==> config.mk <==
export PLATFORM = sky130hd
export DESIGN_NAME = alu_seq_core
export DESIGN_NICKNAME = d
export VERILOG_FILES = /design/src/rtl/alu_seq_pkg.sv /design/src/rtl/alu_seq_comb.sv /design/src/rtl/alu_seq_core.sv
export SDC_FILE = /design/constraint.sdc
export NUM_CORES = 1
export LEC_CHECK = 0
export ABC_AREA = 1
export ABC_CLOCK_PERIOD_IN_PS = 2400
export CORE_MARGIN = 3
export CORE_UTILIZATION = 33
export CTS_CLUSTER_DIAMETER = 100
export CTS_CLUSTER_SIZE = 12
export DETAILED_ROUTE_END_ITERATION = 10
export HOLD_SLACK_MARGIN = 0.08
export SLEW_MARGIN = 15
export SYNTH_ARGS = -nofsm -noshare
export SYNTH_HDL_FRONTEND = slang
export SYNTH_SLANG_ARGS = --single-unit
export TNS_END_PERCENT = 50
==> constraint.sdc <==
create_clock -name clk -period 2.4 [get_ports clk]
set_input_delay 0.24 -clock clk [delete_from_list [all_inputs] [get_ports clk]]
set_output_delay 0.24 -clock clk [all_outputs]
set_load 0.01 [all_outputs]
==> src/rtl/alu_seq_pkg.sv <==
// ============================================================================
//  alu_seq_pkg : opcode and state encodings shared by the sequential ALU
//  Rev 1.0
// ============================================================================
`default_nettype none

package alu_seq_pkg;

  typedef enum logic [3:0] {
    OP_ADD = 4'b0000,
    OP_SUB = 4'b0001,
    OP_CMP = 4'b0010,
    OP_NEG = 4'b0011,
    OP_AND = 4'b1000,
    OP_XOR = 4'b1001,
    OP_OR  = 4'b1010,
    OP_NOT = 4'b1011,
    OP_ROR = 4'b1100,
    OP_ROL = 4'b1101,
    OP_SHR = 4'b1110,
    OP_SHL = 4'b1111
  } op_e;

  typedef enum logic [1:0] {
    ST_IDLE  = 2'd0,
    ST_SHIFT = 2'd1,
    ST_DONE  = 2'd2
  } state_e;

  // Opcodes 01xx are reserved; 11xx are the shift group
  localparam logic [1:0] c_ILLEGAL_HI = 2'b01;
  localparam logic [1:0] c_SHIFT_HI   = 2'b11;

  function automatic logic is_illegal(input logic [3:0] op);
    return op[3:2] == c_ILLEGAL_HI;
  endfunction

  function automatic logic is_shift(input logic [3:0] op);
    return op[3:2] == c_SHIFT_HI;
  endfunction

endpackage

`default_nettype wire

==> src/rtl/alu_seq_comb.sv <==
// ============================================================================
//  alu_seq_comb : single-cycle datapath for arithmetic/logic ops, plus the
//                 unsigned compare and error flags used by every opcode
//  Rev 1.0
// ============================================================================
`default_nettype none

module alu_seq_comb
  import alu_seq_pkg::*;
#(
  parameter int WIDTH = 8
) (
  input  logic [WIDTH-1:0] i_a,
  input  logic [WIDTH-1:0] i_b,
  input  logic [3:0]       i_op,
  output logic [WIDTH-1:0] o_f,
  output logic             o_carry,
  output logic             o_ovf,
  output logic             o_zero,
  output logic             o_eq,
  output logic             o_gt,
  output logic             o_lt,
  output logic             o_err
);

  localparam int c_MSB = WIDTH - 1;

  logic [WIDTH:0]   w_sum;
  logic [WIDTH:0]   w_dif;
  logic [WIDTH-1:0] w_neg;
  logic             w_illegal;

  assign w_sum     = {1'b0, i_a} + {1'b0, i_b};
  assign w_dif     = {1'b0, i_a} + {1'b0, ~i_b} + (WIDTH+1)'(1);
  assign w_neg     = '0 - i_b;
  assign w_illegal = is_illegal(i_op);

  always_comb begin
    o_f     = '0;
    o_carry = 1'b0;
    o_ovf   = 1'b0;
    case (op_e'(i_op))
      OP_ADD: begin
        o_f     = w_sum[c_MSB:0];
        o_carry = w_sum[WIDTH];
        o_ovf   = (i_a[c_MSB] == i_b[c_MSB]) && (w_sum[c_MSB] != i_a[c_MSB]);
      end
      OP_SUB: begin
        o_f     = w_dif[c_MSB:0];
        o_carry = w_dif[WIDTH];
        o_ovf   = (i_a[c_MSB] != i_b[c_MSB]) && (w_dif[c_MSB] != i_a[c_MSB]);
      end
      OP_CMP: o_f = i_a;
      OP_NEG: begin
        o_f     = w_neg;
        o_carry = (i_b == '0);
        o_ovf   = (i_b == {1'b1, {(WIDTH-1){1'b0}}});
      end
      OP_AND: o_f = i_a & i_b;
      OP_XOR: o_f = i_a ^ i_b;
      OP_OR:  o_f = i_a | i_b;
      OP_NOT: o_f = ~i_a;
      default: ;
    endcase
    // Reserved opcodes force every flag except err low
    o_zero = !w_illegal && (o_f == '0);
    o_eq   = !w_illegal && (i_a == i_b);
    o_gt   = !w_illegal && (i_a > i_b);
    o_lt   = !w_illegal && (i_a < i_b);
    o_err  = w_illegal;
  end

endmodule

`default_nettype wire

==> src/rtl/alu_seq_core.sv <==
// ============================================================================
//  alu_seq_core : handshaked ALU with IDLE/SHIFT/DONE sequencing.
//  Define ALU_BARREL_SHIFT_EN for single-cycle shifts.        Rev 1.0
// ============================================================================
`default_nettype none

module alu_seq_core
  import alu_seq_pkg::*;
#(
  parameter int WIDTH = 8,
  parameter int SHW   = $clog2(WIDTH)
) (
  input  logic             clk,
  input  logic             rst,
  input  logic [WIDTH-1:0] A,
  input  logic [WIDTH-1:0] B,
  input  logic [3:0]       s,
  input  logic             in_valid,
  output logic             in_ready,
  output logic             out_valid,
  input  logic             out_ready,
  output logic [WIDTH-1:0] F,
  output logic             zeroflag,
  output logic             CarryOut,
  output logic             overflow,
  output logic             EQ,
  output logic             GT,
  output logic             LT,
  output logic             err
);

  state_e           r_state, w_next;
  logic [WIDTH-1:0] r_f;
  logic             r_zero, r_carry, r_ovf, r_eq, r_gt, r_lt, r_err;
  logic [1:0]       r_kind;
  logic [SHW-1:0]   r_cnt;

  logic [WIDTH-1:0] w_c_f;
  logic             w_c_carry, w_c_ovf, w_c_zero, w_c_eq, w_c_gt, w_c_lt, w_c_err;
  logic [SHW-1:0]   w_amt;
  logic             w_is_shift;
  logic             w_go_iter;
  logic [WIDTH:0]   w_sh_res;
  logic [WIDTH:0]   w_step;

  // One-bit move; returns {bit shifted out, new value}. Rotates report the wrapped bit.
  function automatic logic [WIDTH:0] shift_step(input logic [1:0] kind, input logic [WIDTH-1:0] v);
    logic [WIDTH:0] res;
    case (kind)
      2'b00:   res = {v[0], v[0], v[WIDTH-1:1]};
      2'b01:   res = {v[WIDTH-1], v[WIDTH-2:0], v[WIDTH-1]};
      2'b10:   res = {v[0], 1'b0, v[WIDTH-1:1]};
      default: res = {v[WIDTH-1], v[WIDTH-2:0], 1'b0};
    endcase
    return res;
  endfunction

  alu_seq_comb #(.WIDTH(WIDTH)) u_comb (
    .i_a     (A),
    .i_b     (B),
    .i_op    (s),
    .o_f     (w_c_f),
    .o_carry (w_c_carry),
    .o_ovf   (w_c_ovf),
    .o_zero  (w_c_zero),
    .o_eq    (w_c_eq),
    .o_gt    (w_c_gt),
    .o_lt    (w_c_lt),
    .o_err   (w_c_err)
  );

  assign w_amt      = B[SHW-1:0];
  assign w_is_shift = is_shift(s);
  assign w_step     = shift_step(r_kind, r_f);

`ifdef ALU_BARREL_SHIFT_EN
  // Unrolled chain of single-bit steps keeps results identical to the iterative build
  always_comb begin
    w_sh_res = {1'b0, A};
    for (int i = 0; i < (1 << SHW); i++) begin
      if (i < int'(w_amt)) w_sh_res = shift_step(s[1:0], w_sh_res[WIDTH-1:0]);
    end
  end
  assign w_go_iter = 1'b0;
`else
  // Preload for the iterative shifter; also the final answer when the amount is 0
  assign w_sh_res  = {1'b0, A};
  assign w_go_iter = w_is_shift && (w_amt != '0);
`endif

  always_ff @(posedge clk) begin
    if (rst) r_state <= ST_IDLE;
    else     r_state <= w_next;
  end

  always_comb begin
    w_next    = r_state;
    in_ready  = 1'b0;
    out_valid = 1'b0;
    case (r_state)
      ST_IDLE: begin
        in_ready = 1'b1;
        if (in_valid) w_next = w_go_iter ? ST_SHIFT : ST_DONE;
      end
      ST_SHIFT: if (r_cnt == SHW'(1)) w_next = ST_DONE;
      ST_DONE: begin
        out_valid = 1'b1;
        if (out_ready) w_next = ST_IDLE;
      end
      default: w_next = ST_IDLE;
    endcase
  end

  always_ff @(posedge clk) begin
    if (rst) begin
      r_f     <= '0;
      r_zero  <= 1'b0;
      r_carry <= 1'b0;
      r_ovf   <= 1'b0;
      r_eq    <= 1'b0;
      r_gt    <= 1'b0;
      r_lt    <= 1'b0;
      r_err   <= 1'b0;
      r_kind  <= 2'b00;
      r_cnt   <= '0;
    end else begin
      case (r_state)
        ST_IDLE: if (in_valid) begin
          r_kind <= s[1:0];
          r_cnt  <= w_amt;
          r_ovf  <= w_c_ovf;
          r_eq   <= w_c_eq;
          r_gt   <= w_c_gt;
          r_lt   <= w_c_lt;
          r_err  <= w_c_err;
          if (w_is_shift) begin
            r_f     <= w_sh_res[WIDTH-1:0];
            r_carry <= w_sh_res[WIDTH];
            r_zero  <= (w_sh_res[WIDTH-1:0] == '0);
          end else begin
            r_f     <= w_c_f;
            r_carry <= w_c_carry;
            r_zero  <= w_c_zero;
          end
        end
        ST_SHIFT: begin
          r_f     <= w_step[WIDTH-1:0];
          r_carry <= w_step[WIDTH];
          r_zero  <= (w_step[WIDTH-1:0] == '0);
          r_cnt   <= r_cnt - SHW'(1);
        end
        default: ;
      endcase
    end
  end

  assign F        = r_f;
  assign zeroflag = r_zero;
  assign CarryOut = r_carry;
  assign overflow = r_ovf;
  assign EQ       = r_eq;
  assign GT       = r_gt;
  assign LT       = r_lt;
  assign err      = r_err;

endmodule

`default_nettype wire

==> flow_summary_export.csv, run 1 <==
group,metric,value,unit
worst_setup_path,cpMaxStageDelayCell,"sky130_fd_sc_hd__fa_1",
clock_network,cts_tree,"done",
worst_setup_path,r2r-start,"r_state[0]$_SDFFE_PP0P_",
timing,setup_viol,0,
global_route,largest_net_degree_at_the_start_of_global_routing,15,
timing,tightestPinTransition,473,ps
global_route,grt_use_met3,0.0293,
detailed_routing,post_drt_via_cell_ratio,5.33,
worst_setup_path,critical-path-top-delay-family,"simple AND/OR/NAND/NOR gates",
synth,ys_ff_latch,22,
worst_setup_path,required,2600,ps
layout,antenna-diode-count,0,
power,fin_total_pwr,1380,uW
detailed_routing,iter_0_drt_violations,325,
global_route,grt_pass1_vias,3486,
synth,total_nets_after_synthesis,539,
detailed_routing,firstDrtPassIters,5,
power,peakVddDrop,0.000214,V
timing,timing.clock.skew,9.48,ps
detailed_routing,routed_wirelength,10400,um
global_route,gr-usage-met2,0.351,
placement,routabilityCongestion,0.958,
synth,syn_inst,485,
die,num_rows,32,
global_route,grt.overflow.total,0,
worst_setup_path,cp-end-kind,"flip-flop",
layout,layout-drive-gt1-share,0.149,
layout,fillers,842,
worst_setup_path,critical_path.startpoint,"A[1]",
detailed_routing,antenna_left,0,
run_status,run_status,"complete, no violations",
power,internal_power,828,uW
timing,period_share,0.926,
clock_network,clkTransAtPathRegs,80,ps
global_route,use_met1,0.294,
layout,syn_to_final_growth,37.2,%
worst_setup_path,critical-path-max-stage-delay,460,ps
clock_network,numCtsBuffers,3,
layout,area_taken_by_multi_input_logic_gates,2040,sq um
power,static-leakage-power,0.00190,uW
die,fp.coreArea,7970,sq um
worst_setup_path,critical-path-top-cell-by-count,"sky130_fd_sc_hd__nand3_1",
layout,layout.cells.most_common_list,"sky130_fd_sc_hd__nand2_1 (116), sky130_fd_sc_hd__inv_1 (69), sky130_fd_sc_hd__buf_4 (67), sky130_fd_sc_hd__nor2_1 (63), sky130_fd_sc_hd__nand3_1 (58)",
worst_setup_path,critical_path.n_buffers_inverters,2,
worst_setup_path,timing.critical_path.fanout_max,5,
clock_network,ctsLongestPathBuffers,2,
worst_setup_path,critical_path.startpoint_type,"input pin",
power,power_per_cell_area,361,nW/um^2
run,maxCapViolCount,0,
hold_path,worstHoldStart,"LT$_SDFFE_PP0P_",
layout,final-seq-area,440,sq um
power,comb_power_share,0.522,
placement,detailed_place_hpwl,8600,um
hold_path,worst_hold_path_type,"flip-flop to flip-flop",
clock_network,cts_post_setup_buffers_inserted,0,
layout,finish.net_count,641,
timing,setup_repair_after_global_routing_missed_its_margin,"false",
timing,slew-limit-headroom,0.685,
global_route,antenna_violations_before_repair,0,
worst_setup_path,arrival_worst_endpoint,2430,ps
power,total_switching_power,555,uW
global_route,gr-max-usage-layer,"met2",
die,ios,41,
worst_setup_path,crit_path_cell_trace,"clkdlybuf4s50_1 -> buf_4 -> fa_1 -> nand2_1 -> nand2_1 -> nand3_1 -> nand3_1 -> nand3_1 -> nand3_1 -> nor2_1 -> nand3_1 -> nand2_1 -> nand2_1 -> a21oi_2",
clock_network,clock_latency,270,ps
die,die_width,97.9,um
timing,final-max-slew-violation-count,0,
timing,final.min_clock_period,2220,ps
layout,final_util,0.480,
synth,yosysSeqAreaShare,0.158,
die,dieHeight,97.9,um
power,clock_power_share,0.165,
clock_network,cts.htree.levels,1,
synth,syn-cell-area,2790,sq um
worst_setup_path,setup.worst_path.class,"input pin to flip-flop",
detailed_routing,dr_total_vias,3661,
global_route,track_usage,0.215,
layout,layout_commonest_cell,"sky130_fd_sc_hd__nand2_1",
die,start_util,0.350,
timing,maximum_clock_rate,0.450,GHz
global_route,global_route_wire_length_before_repair,17000,um
clock_network,cts-root-buf,"sky130_fd_sc_hd__clkbuf_8",
die,die_area,9590,sq um
placement,port_buffers,40,
synth,synth-warning-count,0,
clock_network,clock_sink_count,22,
detailed_routing,detail_route.drc_violations,0,
power,power.switching_fraction,0.401,
synth,synth.distinct_cells,35,
detailed_routing,wl_per_cell,15.1,um
synth,synthesis.area_per_instance,5.75,sq um
power,p_seq_frac,0.313,
timing,timing.final.hold_violations,0,
[flip-flops by register name, indices dropped and copies added (netlist names)]
name,flops
CarryOut,1
EQ,1
F,8
GT,1
LT,1
err,1
overflow,1
r_cnt,3
r_kind,2
r_state,2
zeroflag,1
[stage by stage]
| step | instance area (sq um) | hold WS, ps | TNS, ps | setup slack (ps) | cells |
|---|---|---|---|---|---|
| after CTS | 3810 | 472 | 0 | 34.1 | 687 |
| after global routing | 3830 | 487 | 0 | 17.8 | 687 |
| after floorplan | 2790 | 309 | 0 | 551 | 485 |
| after global placement | 3770 | 457 | -1030 | -237 | 684 |
| final | 3830 | 467 | 0 | 179 | 687 |
| after detailed placement | 3770 | 461 | -1380 | -273 | 684 |
[final timing paths]
path | to | slack, ps | cells after the start
setup / recovery | zeroflag$_SDFFE_PP0P_ | 180 | 14
hold / removal | LT$_SDFFE_PP0P_ | 470 | 2
setup reg to reg | r_state[1]$_SDFFE_PP0P_ | 620 | 7
hold reg to reg | LT$_SDFFE_PP0P_ | 470 | 2
[kinds of logic after synthesis]
family,after synthesis,synth area share
flops,22,0.158
buf+inv,82,0.116
fa+ha+maj,30,0.140
compound gates,83,0.174
xor+xnor,1,0.00314
simple gates,267,0.409
[Yosys cell counts (all sizes together)]
cell type | number | area (sq um)
a211oi | 4 | 30.0
fa | 2 | 40.0
o22ai | 1 | 6.26
nor4 | 1 | 6.26
o21bai | 1 | 7.51
o221ai | 3 | 26.3
a31oi | 2 | 12.5
buf | 6 | 38.8
nand3 | 58 | 290
o21ai | 32 | 160
a2111oi | 1 | 8.76
clkbuf | 4 | 15.0
a21o | 1 | 7.51
nand3b | 2 | 15.0
inv | 72 | 270
nor2 | 68 | 268
or2 | 2 | 12.5
ha | 28 | 350
a21oi | 28 | 148
dfxtp | 22 | 440
nand2 | 117 | 442
xor2 | 1 | 8.76
a221oi | 1 | 8.76
o211ai | 8 | 60.1
nand4 | 9 | 56.3
a22o | 1 | 8.76
and3 | 1 | 6.26
nor3 | 9 | 45.0
[routing by layer]
layer | wire [um] | share of wire
met4 | 240 | 0.023
met5 | 0 | 0
met2 | 4770 | 0.46
met1 | 4700 | 0.45
met3 | 664 | 0.064
[worst register-to-register path: cells and delay by family (launching register included)]
kind	cells	cell delay, ps
AO/OA/AOI/OAI	3	660
buffers and inverters	2	260
flip-flops	1	380
AND/OR/NAND/NOR	2	350
[power groups by stage]
stage               sequential, uW  combinational, uW  clock [uW]
finish                         432                722         228
global route                   439                802         253
CTS                            432                711         238
detailed placement             440                708           0
global placement               440                704           0
floorplan                      442                368           0
[final cells by class]
class | instances | share of cell area
clock buffer | 3 | 0.0108
inverter | 72 | 0.0706
multi-input combinational | 381 | 0.533
tap | 102 | 0.0334
timing repair buffer | 107 | 0.237
sequential | 22 | 0.115
[repair_timing]
action | in CTS | in global routing
hold buffers | 0 | 0
setup endpoints to repair | 2 | 4
gates resized for setup | 1 | 5
Power figures use the tool's default switching activity.
==> inputs of run 2 (changes only) <==
ABC_CLOCK_PERIOD_IN_PS = 2670   (was 2400)
CORE_UTILIZATION = 55   (was 33)
PLACE_DENSITY = 0.81   (was unset)
clock period = 2.67 ns   (was 2.4 ns; I/O delays follow)
==> run 2 against run 1 <==
  * Routed wire length fell by 4.6%
  * Critical path type unchanged
  * Combinational power fell by 16%
  * Clock skew fell by 7.1 ps
  * Highest routed layer unchanged
  * Final area fell by 7.2%
  * Utilization rose by 26 points
  * Via count fell by 0.76%
  * Global-route usage rose by 12 points
==> flow_summary_export.csv, run 2 (synthesis gave the netlist of run 1 again) <==
group,metric,value,unit
run_status,run_status,"complete, no violations",
clock_network,clkTransAtPathRegs,80,ps
placement,dpl_cell_area,3500,sq um
die,num_rows,25,
global_route,grt_pass1_vias,3319,
global_route,track_usage,0.336,
run,maxCapViolCount,0,
detailed_routing,antenna_left,0,
timing,period_share,0.938,
die,die_area,5960,sq um
clock_network,cts-root-buf,"sky130_fd_sc_hd__clkbuf_8",
power,internal_power,740,uW
timing,setup_repair_after_global_routing_missed_its_margin,"false",
global_route,largest_net_degree_at_the_start_of_global_routing,17,
timing,final.min_clock_period,2500,ps
global_route,antenna_violations_before_repair,0,
detailed_routing,routed_wirelength,9900,um
worst_setup_path,critical_path.startpoint,"A[0]",
clock_network,cts_post_setup_buffers_inserted,0,
clock_network,cts.htree.levels,1,
power,fin_total_pwr,1240,uW
placement,routabilityCongestion,0.983,
worst_setup_path,critical-path-top-delay-family,"adder cells",
clock_network,ctsLongestPathBuffers,2,
hold_path,worstHoldStart,"GT$_SDFFE_PP0P_",
worst_setup_path,r2r-start,"r_state[0]$_SDFFE_PP0P_",
detailed_routing,dr_total_vias,3633,
worst_setup_path,critical_path.startpoint_type,"input pin",
die,fp.coreArea,4820,sq um
layout,layout_commonest_cell,"sky130_fd_sc_hd__nand2_1",
power,power.switching_fraction,0.403,
detailed_routing,iter_0_drt_violations,310,
detailed_routing,wl_per_cell,15.9,um
worst_setup_path,critical-path-max-stage-delay,430,ps
power,total_switching_power,499,uW
layout,fillers,446,
clock_network,cts_tree,"done",
clock_network,cts-resized-gates,0,
power,static-leakage-power,0.00174,uW
power,comb_power_share,0.490,
clock_network,numCtsBuffers,3,
timing,maximum_clock_rate,0.399,GHz
layout,layout-drive-gt1-share,0.0971,
clock_network,clock_sink_count,22,
detailed_routing,firstDrtPassIters,5,
clock_network,clock_latency,270,ps
die,start_util,0.579,
worst_setup_path,critical_path.n_buffers_inverters,2,
worst_setup_path,cpMaxStageDelayCell,"sky130_fd_sc_hd__fa_1",
worst_setup_path,critical-path-top-cell-by-count,"sky130_fd_sc_hd__nand2_1",
worst_setup_path,crit_path_cell_trace,"clkdlybuf4s50_1 -> buf_4 -> ha_1 -> fa_1 -> nand2_1 -> nand2_1 -> nand3_1 -> nand2_1 -> nand2_1 -> a21oi_1 -> o21ai_0 -> o211ai_1 -> a21oi_1 -> nor2_1",
layout,final_util,0.737,
timing,tightestPinTransition,623,ps
worst_setup_path,timing.critical_path.fanout_max,4,
die,ios,41,
power,power_per_cell_area,349,nW/um^2
layout,layout.cell_area.non_filler,3550,sq um
power,p_seq_frac,0.314,
die,die_width,77.2,um
timing,timing.final.hold_violations,0,
timing,final-max-slew-violation-count,0,
power,clock_power_share,0.196,
layout,largest_register_ffs,8,
worst_setup_path,required,2810,ps
layout,finish.net_count,611,
detailed_routing,post_drt_via_cell_ratio,5.83,
layout,syn_to_final_growth,27.4,%
timing,slew-limit-headroom,0.583,
placement,port_buffers,40,
placement,detailed_place_hpwl,8030,um
power,peakVddDrop,0.000276,V
detailed_routing,detail_route.drc_violations,0,
global_route,grt.overflow.total,0,
timing,timing.clock.skew,2.35,ps
layout,layout.cells.most_common_list,"sky130_fd_sc_hd__nand2_1 (116), sky130_fd_sc_hd__inv_1 (69), sky130_fd_sc_hd__nor2_1 (63), sky130_fd_sc_hd__nand3_1 (58), sky130_fd_sc_hd__clkdlybuf4s50_1 (40)",
global_route,global_route_wire_length_before_repair,16100,um
worst_setup_path,arrival_worst_endpoint,2640,ps
clock_network,cts_hold_repair.buffers,0,
layout,antenna-diode-count,0,
die,dieHeight,77.2,um
hold_path,worst_hold_path_type,"flip-flop to flip-flop",
worst_setup_path,cp-end-kind,"flip-flop",
worst_setup_path,setup.worst_path.class,"input pin to flip-flop",
timing,setup_viol,0,
## run 2: cell count changes in the layout (fill, tap and decap cells not counted), sizes merged
cell	delta
clkbuf	+1
clkdlybuf4s50	+2
dlymetal6s2s	-2
buf	-30
## run 2: tightest hold or removal path: cells and delay by family (launching register included)
family           cells  cell delay [ps]
AO/OA/AOI/OAI        1               60
AND/OR/NAND/NOR      1               60
flip-flops           1              310
## run 2: routing by layer
| layer | vias to the layer above | share of wire | track usage |
|---|---|---|---|
| met5 | - | 0 | 0 |
| met4 | 0 | 0.020 | 0.0961 |
| met3 | 20 | 0.11 | 0.0622 |
| met2 | 200 | 0.46 | 0.555 |
| met1 | 1664 | 0.42 | 0.445 |
| li1 | 1749 | - | - |
## run 2: final cells by class
class | instances | area, sq um | share of cell area
inverter | 72 | 270 | 0.0761
clock buffer | 4 | 55.1 | 0.0155
timing repair buffer | 77 | 678 | 0.191
tap | 67 | 83.8 | 0.0236
sequential | 22 | 440 | 0.124
multi-input combinational | 381 | 2020 | 0.570
## run 2: worst paths after layout
path / end / slack [ps] / cells past startpoint
max: CarryOut$_SDFFE_PP0P_ / 170 / 14
min: GT$_SDFFE_PP0P_ / 470 / 2
max reg2reg: r_state[1]$_SDFFE_PP0P_ / 830 / 7
min reg2reg: GT$_SDFFE_PP0P_ / 470 / 2
## run 2: power by group through the flow
stage                     combinational (uW)  sequential (uW)  clock, uW
after global routing                     667              393        257
after floorplan                          331              397          0
final                                    607              389        243
after global placement                   582              394          0
after CTS                                595              388        245
after detailed placement                 591              395          0
## run 2: metrics by stage
step / setup slack, ps / hold slack, ps / setup TNS (ps) / cells
6_report: 166 / 474 / 0 / 623
5_1_grt: 6.10 / 514 / 0 / 623
4_1_cts: 265 / 478 / 0 / 623
3_5_place_dp: -17.1 / 465 / -17.1 / 619
3_3_place_gp: -51.3 / 456 / -51.3 / 619
2_1_floorplan: 794 / 336 / 0 / 485
